--- src/rtl/mdu_pkg.sv ---
// Shared types and constants for the iterative multiply/divide unit.
// Operation encoding matches the decoder's operation64 select.
package mdu_pkg;

    typedef enum logic [1:0] {
        IDLE   = 2'd0,
        RUN    = 2'd1,
        FINISH = 2'd2
    } mdu_state_t;

    localparam logic MD_MULT = 1'b1;
    localparam logic MD_DIV  = 1'b0;

    // Quotient bit pattern written to LO on divide by zero (all ones).
    localparam logic MD_DIV0_QBIT = 1'b1;

endpackage

--- src/rtl/mdu_step.sv ---
// One shift-add (MULT) or restoring-subtract (DIV) iteration.
// Purely combinational; the quotient bit is merged into bit 0 by the caller.
module mdu_step
    import mdu_pkg::*;
#(
    parameter int WIDTH = 32
) (
    input  logic               op_i,
    input  logic [2*WIDTH-1:0] acc_i,
    input  logic [WIDTH-1:0]   opnd_i,
    output logic [2*WIDTH-1:0] acc_o,
    output logic               qbit_o
);

    logic [WIDTH:0]     sum;
    logic [2*WIDTH-1:0] sh;
    logic [WIDTH:0]     trial;
    logic [WIDTH:0]     diff;

    // MULT: add multiplicand on LSB, shift right. DIV: shift left, trial subtract.
    always_comb begin
        sum    = {1'b0, acc_i[2*WIDTH-1:WIDTH]}
               + {1'b0, opnd_i & {WIDTH{acc_i[0]}}};
        sh     = {acc_i[2*WIDTH-2:0], 1'b0};
        trial  = {acc_i[2*WIDTH-1], sh[2*WIDTH-1:WIDTH]};
        diff   = trial - {1'b0, opnd_i};
        acc_o  = sh;
        qbit_o = 1'b0;
        if (op_i == MD_MULT) begin
            acc_o = {sum, acc_i[WIDTH-1:1]};
        end else if (!diff[WIDTH]) begin
            acc_o  = {diff[WIDTH-1:0], sh[WIDTH-1:0]};
            qbit_o = 1'b1;
        end
    end

endmodule

--- src/rtl/muldiv_unit.sv ---
// Iterative signed MULT/DIV unit owning the HI/LO registers.
// WIDTH iterations on magnitudes, then one cycle of sign correction.
module muldiv_unit
    import mdu_pkg::*;
#(
    parameter int WIDTH = 32,
    parameter int CNTW  = $clog2(WIDTH)
) (
    input  logic             clk,
    input  logic             reset,
    input  logic             start,
    input  logic             operation64,
    input  logic [WIDTH-1:0] srca,
    input  logic [WIDTH-1:0] srcb,
    output logic             busy,
    output logic             done,
    output logic [WIDTH-1:0] hi,
    output logic [WIDTH-1:0] lo
);

    mdu_state_t         state_q;
    logic [CNTW-1:0]    cnt_q;
    logic               op_q;
    logic               sa_q;
    logic               sb_q;
    logic [WIDTH-1:0]   opnd_q;
    logic [2*WIDTH-1:0] acc_q;
    logic [WIDTH-1:0]   hi_q;
    logic [WIDTH-1:0]   lo_q;
    logic               busy_q;
    logic               done_q;

    logic [WIDTH-1:0]   abs_a;
    logic [WIDTH-1:0]   abs_b;
    logic [2*WIDTH-1:0] step_acc;
    logic               qbit;
    logic [2*WIDTH-1:0] acc_d;
    logic [2*WIDTH-1:0] prod;
    logic [WIDTH-1:0]   quo;
    logic [WIDTH-1:0]   rem;
    logic [WIDTH-1:0]   hi_d;
    logic [WIDTH-1:0]   lo_d;

    // 0x80000000 maps to itself, which is 2^31 read as unsigned.
    assign abs_a = srca[WIDTH-1] ? (~srca + 1'b1) : srca;
    assign abs_b = srcb[WIDTH-1] ? (~srcb + 1'b1) : srcb;

    mdu_step #(.WIDTH(WIDTH)) u_step (
        .op_i   (op_q),
        .acc_i  (acc_q),
        .opnd_i (opnd_q),
        .acc_o  (step_acc),
        .qbit_o (qbit)
    );

    assign acc_d = step_acc | {{(2*WIDTH-1){1'b0}}, qbit};

    // Sign correction. With a zero divisor every trial succeeds, so the
    // remainder half ends up holding |srca| and re-signs to the dividend.
    always_comb begin
        prod = (sa_q ^ sb_q) ? -acc_q : acc_q;
        quo  = (sa_q ^ sb_q) ? -acc_q[WIDTH-1:0] : acc_q[WIDTH-1:0];
        rem  = sa_q ? -acc_q[2*WIDTH-1:WIDTH] : acc_q[2*WIDTH-1:WIDTH];
        if (opnd_q == '0) begin
            quo = {WIDTH{MD_DIV0_QBIT}};
        end
        if (op_q == MD_MULT) begin
            hi_d = prod[2*WIDTH-1:WIDTH];
            lo_d = prod[WIDTH-1:0];
        end else begin
            hi_d = rem;
            lo_d = quo;
        end
    end

    // Control FSM, iteration counter and HI/LO writeback.
    always_ff @(posedge clk) begin
        if (!reset) begin
            state_q <= IDLE;
            cnt_q   <= '0;
            op_q    <= MD_DIV;
            sa_q    <= 1'b0;
            sb_q    <= 1'b0;
            opnd_q  <= '0;
            acc_q   <= '0;
            hi_q    <= '0;
            lo_q    <= '0;
            busy_q  <= 1'b0;
            done_q  <= 1'b0;
        end else begin
            done_q <= 1'b0;
            unique case (state_q)
                IDLE: begin
                    if (start) begin
                        state_q <= RUN;
                        cnt_q   <= CNTW'(WIDTH - 1);
                        op_q    <= operation64;
                        sa_q    <= srca[WIDTH-1];
                        sb_q    <= srcb[WIDTH-1];
                        busy_q  <= 1'b1;
                        if (operation64 == MD_MULT) begin
                            acc_q  <= {{WIDTH{1'b0}}, abs_b};
                            opnd_q <= abs_a;
                        end else begin
                            acc_q  <= {{WIDTH{1'b0}}, abs_a};
                            opnd_q <= abs_b;
                        end
                    end
                end
                RUN: begin
                    acc_q <= acc_d;
                    if (cnt_q == '0) begin
                        state_q <= FINISH;
                    end else begin
                        cnt_q <= cnt_q - 1'b1;
                    end
                end
                FINISH: begin
                    hi_q    <= hi_d;
                    lo_q    <= lo_d;
                    done_q  <= 1'b1;
                    busy_q  <= 1'b0;
                    state_q <= IDLE;
                end
                default: begin
                    state_q <= IDLE;
                    busy_q  <= 1'b0;
                end
            endcase
        end
    end

    assign busy = busy_q;
    assign done = done_q;
    assign hi   = hi_q;
    assign lo   = lo_q;

endmodule

--- config.mk ---
export PLATFORM = sky130hd
export DESIGN_NAME = muldiv_unit
export DESIGN_NICKNAME = d
export VERILOG_FILES = /design/src/rtl/mdu_pkg.sv /design/src/rtl/mdu_step.sv /design/src/rtl/muldiv_unit.sv
export SDC_FILE = /design/constraint.sdc
export NUM_CORES = 1
export LEC_CHECK = 0
export CAP_MARGIN = 15
export CORE_ASPECT_RATIO = 1.4
export CORE_UTILIZATION = 35
export CTS_CLUSTER_DIAMETER = 120
export DETAILED_ROUTE_END_ITERATION = 8
export PLACE_DENSITY_LB_ADDON = 0.05
export SYNTH_ARGS = -nofsm -noshare
export SYNTH_HDL_FRONTEND = slang
export SYNTH_SLANG_ARGS = --single-unit
--- constraint.sdc ---
create_clock -name clk -period 4 [get_ports clk]
set_input_delay 0.4 -clock clk [delete_from_list [all_inputs] [get_ports clk]]
set_output_delay 0.4 -clock clk [all_outputs]
set_load 0.02 [all_outputs]
## Yosys cells after proc, flatten, opt, wreduce, memory -nomap -nowiden

Index checks and enable logic that the tools add are counted.

- Flip-flop bits (word level): 172
- Word-level logic and storage cells: 64

- Add/sub/neg operators: 8
- Eq/ne operators: 5
- Muxes and demuxes: 25
- Bitwise operators: 6
- Reductions and logical operators: 9

Operators by type and width:

| kind | count |
|---|---|
| $mux W32 | 9 |
| $mux W64 | 4 |
| $pmux W64 S2 | 1 |
| $add A32 B1 Y32 const B | 2 |
| $neg A32 Y32 | 2 |
| $neg A64 Y64 | 1 |
| $not A32 Y32 | 2 |
| $or A64 B1 Y64 | 1 |
| $add A32 B32 Y33 | 1 |
| $sub A33 B32 Y33 | 1 |
| $and A32 B32 Y32 | 1 |
| $logic_not A32 Y1 | 1 |
| $mux W5 | 2 |
| $pmux W5 S2 | 1 |
| $reduce_and A2 Y1 | 4 |
| $ne A2 B2 Y1 const B | 3 |
| $logic_not A5 Y1 | 1 |
| $sub A5 B1 Y5 const B | 1 |
| $mux W1 | 4 |
| $mux W2 | 2 |
| $pmux W2 S2 | 1 |
| $reduce_and A3 Y1 | 1 |
| $eq A2 B1 Y1 const B | 1 |
| $eq A2 B2 Y1 const B | 1 |
| other kinds (5) | 5 |

## Logic depth before layout (Yosys ltp)

Gate-level depths: netlist of run 1.

- Depth after elaboration: 6
- Mapped depth: 14
- Gate-level depth less buffers: 13

## By module

Synthesis of run 1 repeated with hierarchy kept, for this count alone.

- Cells, all modules: 1909
- Area total of the unflattened synthesis: 14523.9 µm²

By module, submodules not included:

| module | times used | cells an instance | area each (µm²) | seq. area each (µm²) |
|---|---|---|---|---|
| muldiv_unit | 1 | 1203 | 9713.1 | 3443.3 |
| mdu_step | 1 | 706 | 4810.9 | 0.0 |

## Worst setup path before layout of run 1

OpenSTA, ideal clock, no wires.

- Path kind: reg2reg
- From: reg acc_q[0]
- To: reg acc_q[62]
- Data arrival time: 3.094 ns
- Slack: 0.819 ns
- Stages on the path, launching flop included: 14
- Path buffers: 1
- Path through: dfxtp_1 > inv_1 > clkbuf_1 > nor2_1 > ha_1 > a21oi_2 > nor2_1 > a211oi_2 > o21ai_2 > o31a_1 > a211o_1 > nor3b_1 > or4_1 > o31ai_1

- Longest elaborated chain between the ends: 5

Ends and longest elaborated chain:

| element | line | text |
|---|---|---|
| from (decl) | muldiv_unit.sv:27 | `logic [2*WIDTH-1:0] acc_q;` |
| from (signal assigned) | muldiv_unit.sv:102 | `acc_q <= {{WIDTH{1'b0}}, abs_b};` |
| from (signal assigned) | muldiv_unit.sv:105 | `acc_q <= {{WIDTH{1'b0}}, abs_a};` |
| $and A32 B32 Y32 | mdu_step.sv:23 | `+ {1'b0, opnd_i & {WIDTH{acc_i[0]}}};` |
| $add A32 B32 Y33 | mdu_step.sv:23 |  |
| $mux W64 | mdu_step.sv:29 | `if (op_i == MD_MULT) begin` |
| $or A64 B1 Y64 | muldiv_unit.sv:56 | `assign acc_d = step_acc \| {{(2*WIDTH-1){1'b0}}, qbit};` |
| $pmux W64 S2 | muldiv_unit.sv:92 | `unique case (state_q)` |

No other way between the ends.
A chain may end at the register's enable or synchronous reset.

## Worst setup path after layout of run 1

- From: reg acc_q[31]
- To: reg acc_q[0]

- Longest elaborated chain between the ends: 5

Ends and longest elaborated chain:

| element | line | text |
|---|---|---|
| $sub A33 B32 Y33 | mdu_step.sv:26 | `diff = trial - {1'b0, opnd_i};` |
| $mux W1 | mdu_step.sv:31 | `end else if (!diff[WIDTH]) begin` |
| $mux W1 | mdu_step.sv:29 |  |
| $or A64 B1 Y64 | muldiv_unit.sv:56 |  |
| $pmux W64 S2 | muldiv_unit.sv:92 |  |

No other way between the ends.

==> impl_metrics.py, run 1 <==
metrics = {
    "timing": {
        "setup_viol": 0,
        "max_slew_margin_pct": 34.7,
        "rsz0062_at_grt": "no",
        "period_share_pct": 93.4,
        "final-hold-violation-count": 0,
        "timing.hold.ws_ns": 0.450,
        "tightest_slew_ns": 0.980,
        "slew_viol_final": 0,
        "max_freq_mhz": 268,
        "fin_worst_skew_ns": 0.0188,
        "finalCriticalPeriod_ns": 3.74,
        "tns_ns": 0,
    },
    "floorplan": {
        "top_level_ports": 134,
        "die-area_um2": 41800,
        "initial_core_util_pct": 35.5,
        "core_um2": 40400,
        "die-width_um": 173,
        "std_cell_rows": 87,
        "die_h_um": 241,
    },
    "layout": {
        "multi_input_area_um2": 10200,
        "num-fill-cells": 4166,
        "drive_gt1_share_pct": 7.79,
        "ff_latch_area_um2": 3440,
        "areaGrowthSynthToFinish_pct": 19.0,
        "design_area_um2": 17100,
        "nets": 2182,
        "postLayoutCoreUtil_pct": 42.2,
        "antennaDiodeCount": 0,
    },
    "job": {
        "maxCapViolCount": 0,
    },
    "worst_setup_path": {
        "crit_type": "reg2reg",
        "cp_data_required_time_ns": 4.30,
        "worstPathArrival_ns": 4.04,
        "crit_path_max_fanout": 10,
        "critPathLaunchType": "flop",
        "r2r_setup_slack_ns": 0.26,
        "end_kind": "flop",
    },
    "worst_hold_path": {
        "hold_class": "reg2reg",
    },
    "yosys": {
        "yosysSeqAreaShare_pct": 24.0,
        "synth_seq_cells": 172,
        "synth_top_area_cell": "dfxtp_1",
        "syn_avg_cell_area_um2": 7.38,
        "synth_flop_cell": "dfxtp_1",
        "async_flop_share_pct": 0,
        "syn_area_um2": 14300,
        "synth_top_area_share_pct": 24.0,
        "synth_area_leaders": "dfxtp_1 24%, a21oi_1 6.5%, ha_1 6.1%, nand2_1 5.5%, o21ai_0 5.4%",
        "synth-edff-count": 0,
        "ys_types": 85,
        "synth.most_common_cell": "nand2_1",
        "syn_inst": 1943,
        "synth_nets": 2083,
        "synth_common_cells": "211 x nand2_1, 186 x a21oi_1, 177 x nor2_1, 172 x dfxtp_1, 154 x o21ai_0",
        "yosysWarningCount": 0,
    },
    "grt": {
        "grt-ovfl-total": 0,
        "grt_usage_pct": 27.5,
        "grt_pass1_wl_mm": 87.0,
        "grt_pass1_vias": 14400,
        "grt_max_degree": 83,
        "antenna_found_initial": 0,
    },
    "pwr": {
        "power_uw": 6490,
        "vdd_drop_max_uv": 321,
        "power_density_nw_per_um2": 381,
        "leakage_uw": 0.00657,
    },
    "route": {
        "via_per_inst": 5.78,
        "wl_met1_mm": 22.5,
        "top_layer": "met4",
        "wl_met3_mm": 2.12,
        "firstDrtPassIters": 7,
        "drt-total-wl_mm": 58.3,
        "vias": 15000,
        "wl_per_cell_um": 22.5,
        "drc": 0,
        "ant_nets": 0,
        "route.met2.wl_mm": 29.9,
        "first_iter_violations": 1129,
    },
    "clocking": {
        "htree_levels": 4,
        "clk_pin_slew_worst_paths_ns": 0.08,
        "insertion_delay_ns": 0.46,
        "cts.hold.buffers_added": 0,
        "cts_sinks": 172,
        "cts_made_buffers": 17,
        "cts_root_buf": "clkbuf_16",
        "max-clock-path-buffers": 2,
        "cts_tree": "done",
    },
    "placed_design": {
        "placed_area_um2": 16400,
        "gp_congestion": 0.956,
        "port_buffers": 133,
        "dpl.hpwl_mm": 45.5,
    },
    "status": {
        "status": "finished, final reports clean",
    },
}
-- cell usage in the layout, fill, tap and decap left out, types with 16 or more instances in the layout --
| cell | netlist | final |
|---|---|---|
| nand3_1 | 33 | 33 |
| mux2i_1 | 54 | 54 |
| xnor2_1 | 87 | 87 |
| inv_1 | 62 | 62 |
| o211ai_1 | 37 | 37 |
| nand2b_1 | 17 | 17 |
| clkdlybuf4s50_1 | 0 | 131 |
| and3_1 | 16 | 16 |
| o41ai_1 | 17 | 17 |
| nor2_1 | 177 | 173 |
| nor3_1 | 45 | 45 |
| buf_4 | 1 | 73 |
| or3_1 | 19 | 19 |
| xor2_1 | 78 | 78 |
| a31oi_1 | 22 | 22 |
| a21o_1 | 31 | 31 |
| o31ai_1 | 23 | 23 |
| nand2_1 | 211 | 210 |
| o21ai_0 | 154 | 154 |
| dfxtp_1 | 172 | 171 |
| nor4_1 | 22 | 22 |
| a21oi_1 | 186 | 185 |
| nor2b_1 | 17 | 16 |
| a211oi_1 | 50 | 50 |
| clkbuf_16 | 0 | 17 |
| ha_1 | 70 | 70 |
-- per-stage QoR --
| step | setup slack (ns) | cells |
|---|---|---|
| 4_1_cts | 0.0957 | 2588 |
| 3_5_place_dp | 0.135 | 2556 |
| 6_report | 0.265 | 2589 |
| 5_1_grt | 0.0229 | 2589 |
| 3_3_place_gp | 0.230 | 2556 |
| 2_1_floorplan | 0.819 | 1943 |
-- worst max-delay path, stage by stage (launching register included) --
cell and delay (ns):
dfxtp_1 0.43, inv_1 0.11, ha_1 0.22, fa_1 0.41, nand2b_1 0.18, a21oi_1 0.32, o21a_1 0.27, a31oi_1 0.23
o2111ai_4 0.37, and3_1 0.42, nor2_4 0.19, o311ai_1 0.34, a21oi_1 0.10
-- flip-flops by register name, summed over array words and instances, names as in the netlist --
name / cells
lo: 32
acc_q: 64
op_q: 1
opnd_q: 32
state_q: 2
hi: 32
sb_q: 1
cnt_q: 5
busy: 1
sa_q: 1
done: 1
-- area by class of cell --
cell class,instances,area share [%]
Clock buffer,18,2.57
Clock inverter,14,1.15
Inverter,65,1.43
Multi-Input combinational cell,1580,59.8
Sequential cell,172,20.2
Tap cell,534,3.92
Timing Repair Buffer,206,11.0
-- cell families after synthesis --
logic type | after synthesis | synth area share, %
buf+inv | 192 | 5.24
xor+xnor | 165 | 10.1
simple gates | 632 | 21.1
mux | 65 | 4.63
flops | 172 | 24.0
fa+ha+maj | 72 | 6.39
compound gates | 645 | 28.5
-- path summary, 6_finish.rpt --
path / startpoint / end / cells after the start
max: acc_q[31] / acc_q[0] / 12
min: opnd_q[9] / opnd_q[9] / 2
max reg2reg: acc_q[31] / acc_q[0] / 12
min reg2reg: opnd_q[9] / opnd_q[9] / 2
-- per-layer routing --
layer  GRT usage (%)  up-vias
li1                -     7263
met1            29.9     7128
met2            51.2      450
met3            2.93      126
met4            17.3        0
met5               0        -
-- what timing repair did --
action / in CTS / in global routing
resized for setup: 0 / 3
buffers inserted: 0 / 0
endpoints found under the setup margin: 0 / 17
-- report_power, final --
part	switching (uW)	internal [uW]	leakage [uW]
clock network	881	924	0.000308
registers	169	1830	0.00140
logic	1670	1010	0.00486
total	2720	3770	0.00657
No activity file was read; power rests on OpenSTA's default activity.
==> inputs of run 2 (changes only) <==
--- a/config.mk
+++ b/config.mk
@@ -9,6 +9,7 @@
 export CORE_ASPECT_RATIO = 1.4
 export CORE_UTILIZATION = 35
 export CTS_CLUSTER_DIAMETER = 120
+export CTS_CLUSTER_SIZE = 28
 export DETAILED_ROUTE_END_ITERATION = 8
 export PLACE_DENSITY_LB_ADDON = 0.05
 export SYNTH_ARGS = -nofsm -noshare
==> results of run 2 <==
No change in the layout: final DEF, timing and power equal those of run 1.
==> inputs of run 3 (changes only) <==
--- a/config.mk
+++ b/config.mk
@@ -9,7 +9,6 @@
 export CORE_ASPECT_RATIO = 1.4
 export CORE_UTILIZATION = 35
 export CTS_CLUSTER_DIAMETER = 120
-export CTS_CLUSTER_SIZE = 28
 export DETAILED_ROUTE_END_ITERATION = 8
 export PLACE_DENSITY_LB_ADDON = 0.05
 export SYNTH_ARGS = -nofsm -noshare
==> results of run 3 <==
No change in the layout: final DEF, timing and power equal those of run 1.
